## config.mk

```make
export PLATFORM = sky130hd
export DESIGN_NAME = cache_req_arb
export DESIGN_NICKNAME = d
export VERILOG_FILES = /design/src/rtl/cache_req_arb.sv
export SDC_FILE = /design/constraint.sdc
export NUM_CORES = 1
export LEC_CHECK = 0
export ABC_AREA = 1
export ABC_CLOCK_PERIOD_IN_PS = 5230
export CAP_MARGIN = 20
export CORE_AREA = 3 3 171 173
export DETAILED_ROUTE_END_ITERATION = 6
export DIE_AREA = 0 0 174 176
export DONT_BUFFER_PORTS = 1
export SKIP_LAST_GASP = 1
export SLEW_MARGIN = 0
export SYNTH_ARGS = -nofsm -noshare
export SYNTH_HDL_FRONTEND = slang
export SYNTH_SLANG_ARGS = --single-unit
```

## constraint.sdc

```tcl
create_clock -name clk -period 5.23 [get_ports clk]
set_clock_uncertainty 0.2 [all_clocks]
set_input_delay 1.046 -clock clk [delete_from_list [all_inputs] [get_ports clk]]
set_output_delay 1.046 -clock clk [all_outputs]
set_load 0.01 [all_outputs]
```

## src/rtl/cache_req_arb.sv

```systemverilog
// Two-requester arbiter in front of a cache with a registered request slot and in-order read-response routing.
// Optional macro CACHE_ARB_RR_EN selects round-robin arbitration; without it req0 has fixed priority.
package cache_req_arb_pkg;

  localparam logic RD_OP = 1'b0;
  localparam logic WR_OP = 1'b1;

  typedef struct packed {
    logic        valid;
    logic        opcode;
    logic [31:0] addr;
    logic [31:0] data;
    logic [3:0]  byte_en;
    logic        sign_extend;
    logic [4:0]  reg_id;
  } t_req;

  typedef struct packed {
    logic        valid;
    logic [31:0] addr;
    logic [31:0] data;
    logic [4:0]  reg_id;
  } t_rd_rsp;

endpackage

module cache_req_arb
  import cache_req_arb_pkg::*;
#(
  parameter int INFLIGHT_DEPTH = 4
) (
  input  logic    clk,
  input  logic    rst_n,
  input  t_req    req0,
  output logic    req0_ready,
  input  t_req    req1,
  output logic    req1_ready,
  output t_req    arb2cache_req,
  input  logic    cache_ready,
  input  t_rd_rsp cache2arb_rsp,
  output t_rd_rsp rsp0,
  output t_rd_rsp rsp1,
  output logic    err_unexp_rsp
);

  localparam int          PW       = $clog2(INFLIGHT_DEPTH);
  localparam logic [PW:0] FULL_CNT = (PW + 1)'(INFLIGHT_DEPTH);
  localparam logic [PW:0] CNT_ONE  = (PW + 1)'(1);
  localparam logic [PW-1:0] PTR_ONE = PW'(1);

  logic [PW:0]               count;
  logic [PW-1:0]             wr_ptr;
  logic [PW-1:0]             rd_ptr;
  logic [INFLIGHT_DEPTH-1:0] id_mem;

  logic slot_free;
  logic fifo_full;
  logic fifo_empty;
  logic elig0;
  logic elig1;
  logic grant0;
  logic grant1;
  logic push;
  logic pop;
  logic pop_id;

`ifdef CACHE_ARB_RR_EN
  // prio=1 means requester 1 wins a tie on the next contested cycle.
  logic prio;
`endif

  always_comb begin
    slot_free  = !arb2cache_req.valid || cache_ready;
    // Registered count only: a pop this cycle does not make room for a read grant.
    fifo_full  = (count == FULL_CNT);
    fifo_empty = (count == '0);

    elig0 = req0.valid && slot_free && ((req0.opcode == WR_OP) || !fifo_full);
    elig1 = req1.valid && slot_free && ((req1.opcode == WR_OP) || !fifo_full);

`ifdef CACHE_ARB_RR_EN
    grant0 = elig0 && (!elig1 || !prio);
`else
    grant0 = elig0;
`endif
    grant1 = elig1 && !grant0;

    push   = (grant0 && (req0.opcode == RD_OP)) || (grant1 && (req1.opcode == RD_OP));
    pop    = cache2arb_rsp.valid && !fifo_empty;
    pop_id = id_mem[rd_ptr];
  end

  // Readys are forced low combinationally while reset is held, even with requests pending.
  assign req0_ready = rst_n && grant0;
  assign req1_ready = rst_n && grant1;

`ifdef CACHE_ARB_RR_EN
  always_ff @(posedge clk or negedge rst_n) begin
    if (!rst_n) begin
      prio <= 1'b0;
    end else if (grant0) begin
      prio <= 1'b1;
    end else if (grant1) begin
      prio <= 1'b0;
    end
  end
`endif

  always_ff @(posedge clk or negedge rst_n) begin
    if (!rst_n) begin
      arb2cache_req <= '0;
    end else if (slot_free) begin
      if (grant0) begin
        arb2cache_req <= req0;
      end else if (grant1) begin
        arb2cache_req <= req1;
      end else begin
        arb2cache_req.valid <= 1'b0;
      end
    end
  end

  // ID storage needs no reset: only entries between rd_ptr and wr_ptr are ever read.
  always_ff @(posedge clk) begin
    if (push) begin
      id_mem[wr_ptr] <= grant1;
    end
  end

  always_ff @(posedge clk or negedge rst_n) begin
    if (!rst_n) begin
      count  <= '0;
      wr_ptr <= '0;
      rd_ptr <= '0;
    end else begin
      if (push) begin
        wr_ptr <= wr_ptr + PTR_ONE;
      end
      if (pop) begin
        rd_ptr <= rd_ptr + PTR_ONE;
      end
      case ({push, pop})
        2'b10:   count <= count + CNT_ONE;
        2'b01:   count <= count - CNT_ONE;
        default: count <= count;
      endcase
    end
  end

  always_ff @(posedge clk or negedge rst_n) begin
    if (!rst_n) begin
      rsp0          <= '0;
      rsp1          <= '0;
      err_unexp_rsp <= 1'b0;
    end else begin
      rsp0       <= cache2arb_rsp;
      rsp0.valid <= pop && !pop_id;
      rsp1       <= cache2arb_rsp;
      rsp1.valid <= pop && pop_id;
      if (cache2arb_rsp.valid && fifo_empty) begin
        err_unexp_rsp <= 1'b1;
      end
    end
  end

endmodule

```

==> impl_metrics.toml <==
[global_routing]
grt_pass1_wl_um = 28300
grt_use_total_pct = 12.5
grt_max_degree = 157
overflow = 0
grt_pass1_vias = 4240
antenna_found_initial = 1

[power]
ir_worst_vdd_mv = 0.175
clkPwrFrac_pct = 33.0
p_comb_share_pct = 16.3
internal_power_uw = 2440
total_power_uw = 3840
switching_power_uw = 1400
p_leak_uw = 0.00358
p_seq_share_pct = 50.7
p_per_area_mw_per_mm2 = 534
swShare_pct = 36.5

[synth]
synth_warnings = 0
ys.flop_type = "dfrtp_1"
synth.most_common_cell = "nand2_1"
netlist_area_mm2 = 0.00680
synthCells = 707
synthesis.nets = 938
ys_types = 27
synth_top_area_share_pct = 57.1
synthArstFlopShare_pct = 97.5
synth_area_leader_cell = "dfrtp_1"
ys_ff_latch = 159
yosysSeqAreaShare_pct = 58.8
synth_edf_count = 4
synth.area.top_cells = "dfrtp_1, nand2_1, buf_4"
synthTopCellsByCount = "nand2_1, dfrtp_1, inv_1"
syn_area_per_cell_um2 = 9.61

[die]
die_x_um = 174
fp.dieH_um = 176
start_util_pct = 24.5
core_region_area_mm2 = 0.0278
die_area_mm2 = 0.0306
rows = 61
ios = 444

[critical_path]
crit_path_end_kind = "output pin"
reg2reg_from = "count[1]"
crit_buf_inv = 1
required_ps = 3980
cpMostUsedCell = "nand3_1"
worst-setup-path-type = "in -> out"
crit_fanout = 64
arrival_ps = 2170
crit_chain = "inv_1, nand3_1, nand2_4, nand3_1, nor2_1"
critical_path.startpoint = "req0[74]"
start_kind = "input port"
cp.depth = 5
max_stage_delay_ps = 500
crit_family = "simple AND/OR/NAND/NOR gates"
r2r_cells = 8
crit_slowest_cell = "nand2_4"

[sta]
fin_crit_sh_pct = 65.4
rsz0062_at_grt = "false"
setup_ws_ps = 1810
fmax_ghz = 0.293
max-slew-margin-rel_pct = 46.9
hold_violations = 0
slew_violations = 0
finalSetupTns_ps = 0
post-route-min-period_ps = 3420
setup_violations = 0
max_slew.worst_pin.slew_ps = 797

[outcome]
status = "completed"

[finish]
n_fill_cell = 2972
syn_to_final_growth_pct = 5.78
fin_area_mm2 = 0.00719
finalNetCount = 859
drive_gt1_share_pct = 6.40
final_util_pct = 25.9

[clock_network]
h-tree-depth = 4
clkSlewWorstSetupHoldPaths_ps = 80
root_buffer = "clkbuf_16"
hold_buffers = 0
clock_sinks = 159
clk-insertion-delay-late_ps = 410
post_cts_resized = 0
clock_path_buffers = 2
cts_setup_buffers = 0
cts_buffers = 17
cts_tree = "done"

[route]
wl_per_cell_um = 19.7
drc = 0
routed_wl_um = 20100
drt_iter0_drc = 161
post_drt_via_cell_ratio = 4.23
dr.pass1.iters = 6
ant_nets = 0
via_count = 4313

[placed_design]
placed_cell_area_mm2 = 0.00659
place.gp.congestion = 0.785
placement.io_buffers = 0
dp_hpwl_um = 15400
dp_slack_ps = 1390

[hold_path]
hold_path_class = "in -> async"

[run]
cap_viol_max_count = 0
==> state kept, by name (all words and copies together) (netlist names) <==
| name | count |
|---|---|
| rsp0 | 1 |
| err_unexp_rsp | 1 |
| arb2cache_req | 76 |
| rsp1 | 70 |
| count | 3 |
| id_mem | 4 |
| rd_ptr | 2 |
| wr_ptr | 2 |
==> layer usage <==
metal	vias up	routed length (µm)	track usage [%]
met5	-	0	0
met4	0	410	4.73
met3	15	2260	6.34
met2	272	10000	20.9
met1	2048	7380	13.6
li1	1978	-	-
==> path summary, 6_finish.rpt <==
kind	endpoint	slack [ps]
setup / recovery	req1_ready	1810
hold / removal	arb2cache_req[24]	120
setup reg to reg	arb2cache_req[27]	1980
hold reg to reg	rd_ptr[1]	310
max in group asynchronous	arb2cache_req[41]	4400
min in group clk	rd_ptr[1]	310
==> cell families (layout without fill, tap and decap cells) <==
group,Yosys count,after routing,synth area share (%)
flops,159,159,58.8
other cells,0,1,0
compound gates,83,83,8.98
fa+ha+maj,6,6,1.22
buf+inv,195,129,15.6
xor+xnor,3,3,0.387
simple gates,261,261,14.9
==> cells in the final DEF, fill, tap and decap left out, drive strengths merged, types with 2 or more instances in the layout <==
cell type and n:
nand2 241, dfrtp 155, inv 104, o211ai 74, clkbuf 18, nor2 12
ha 5, nand3 5, edfxtp 4, a21oi 4, o21ai 3, buf 3
nand4 2, xor2 2, clkinv 2
==> metrics by stage <==
step | instances | hold WS, ps
final | 1020 | 117
after global routing | 1020 | 68.7
after CTS | 1019 | 86.6
after detailed placement | 987 | 290
after global placement | 987 | 288
after floorplan | 707 | 264
==> layout make-up <==
type                    instances  area, µm²  area share (%)
clock inverters                14        170            2.37
repair buffers                  3       22.5           0.313
inverters                      94        353            4.91
multi-input cells             353       1740            24.2
flip-flops and latches        159       4000            55.6
diodes                          1       2.50          0.0348
clock buffers                  18        429            5.97
well taps                     378        473            6.58
==> power by group through the flow <==
stage	clock, µW	combinational (µW)	sequential, µW
6_report	1270	625	1950
5_1_grt	1380	743	1980
4_1_cts	1320	640	1960
3_5_place_dp	0	640	1970
3_3_place_gp	0	617	1980
2_1_floorplan	0	596	1840
No activity file was read; power rests on OpenSTA's default activity.
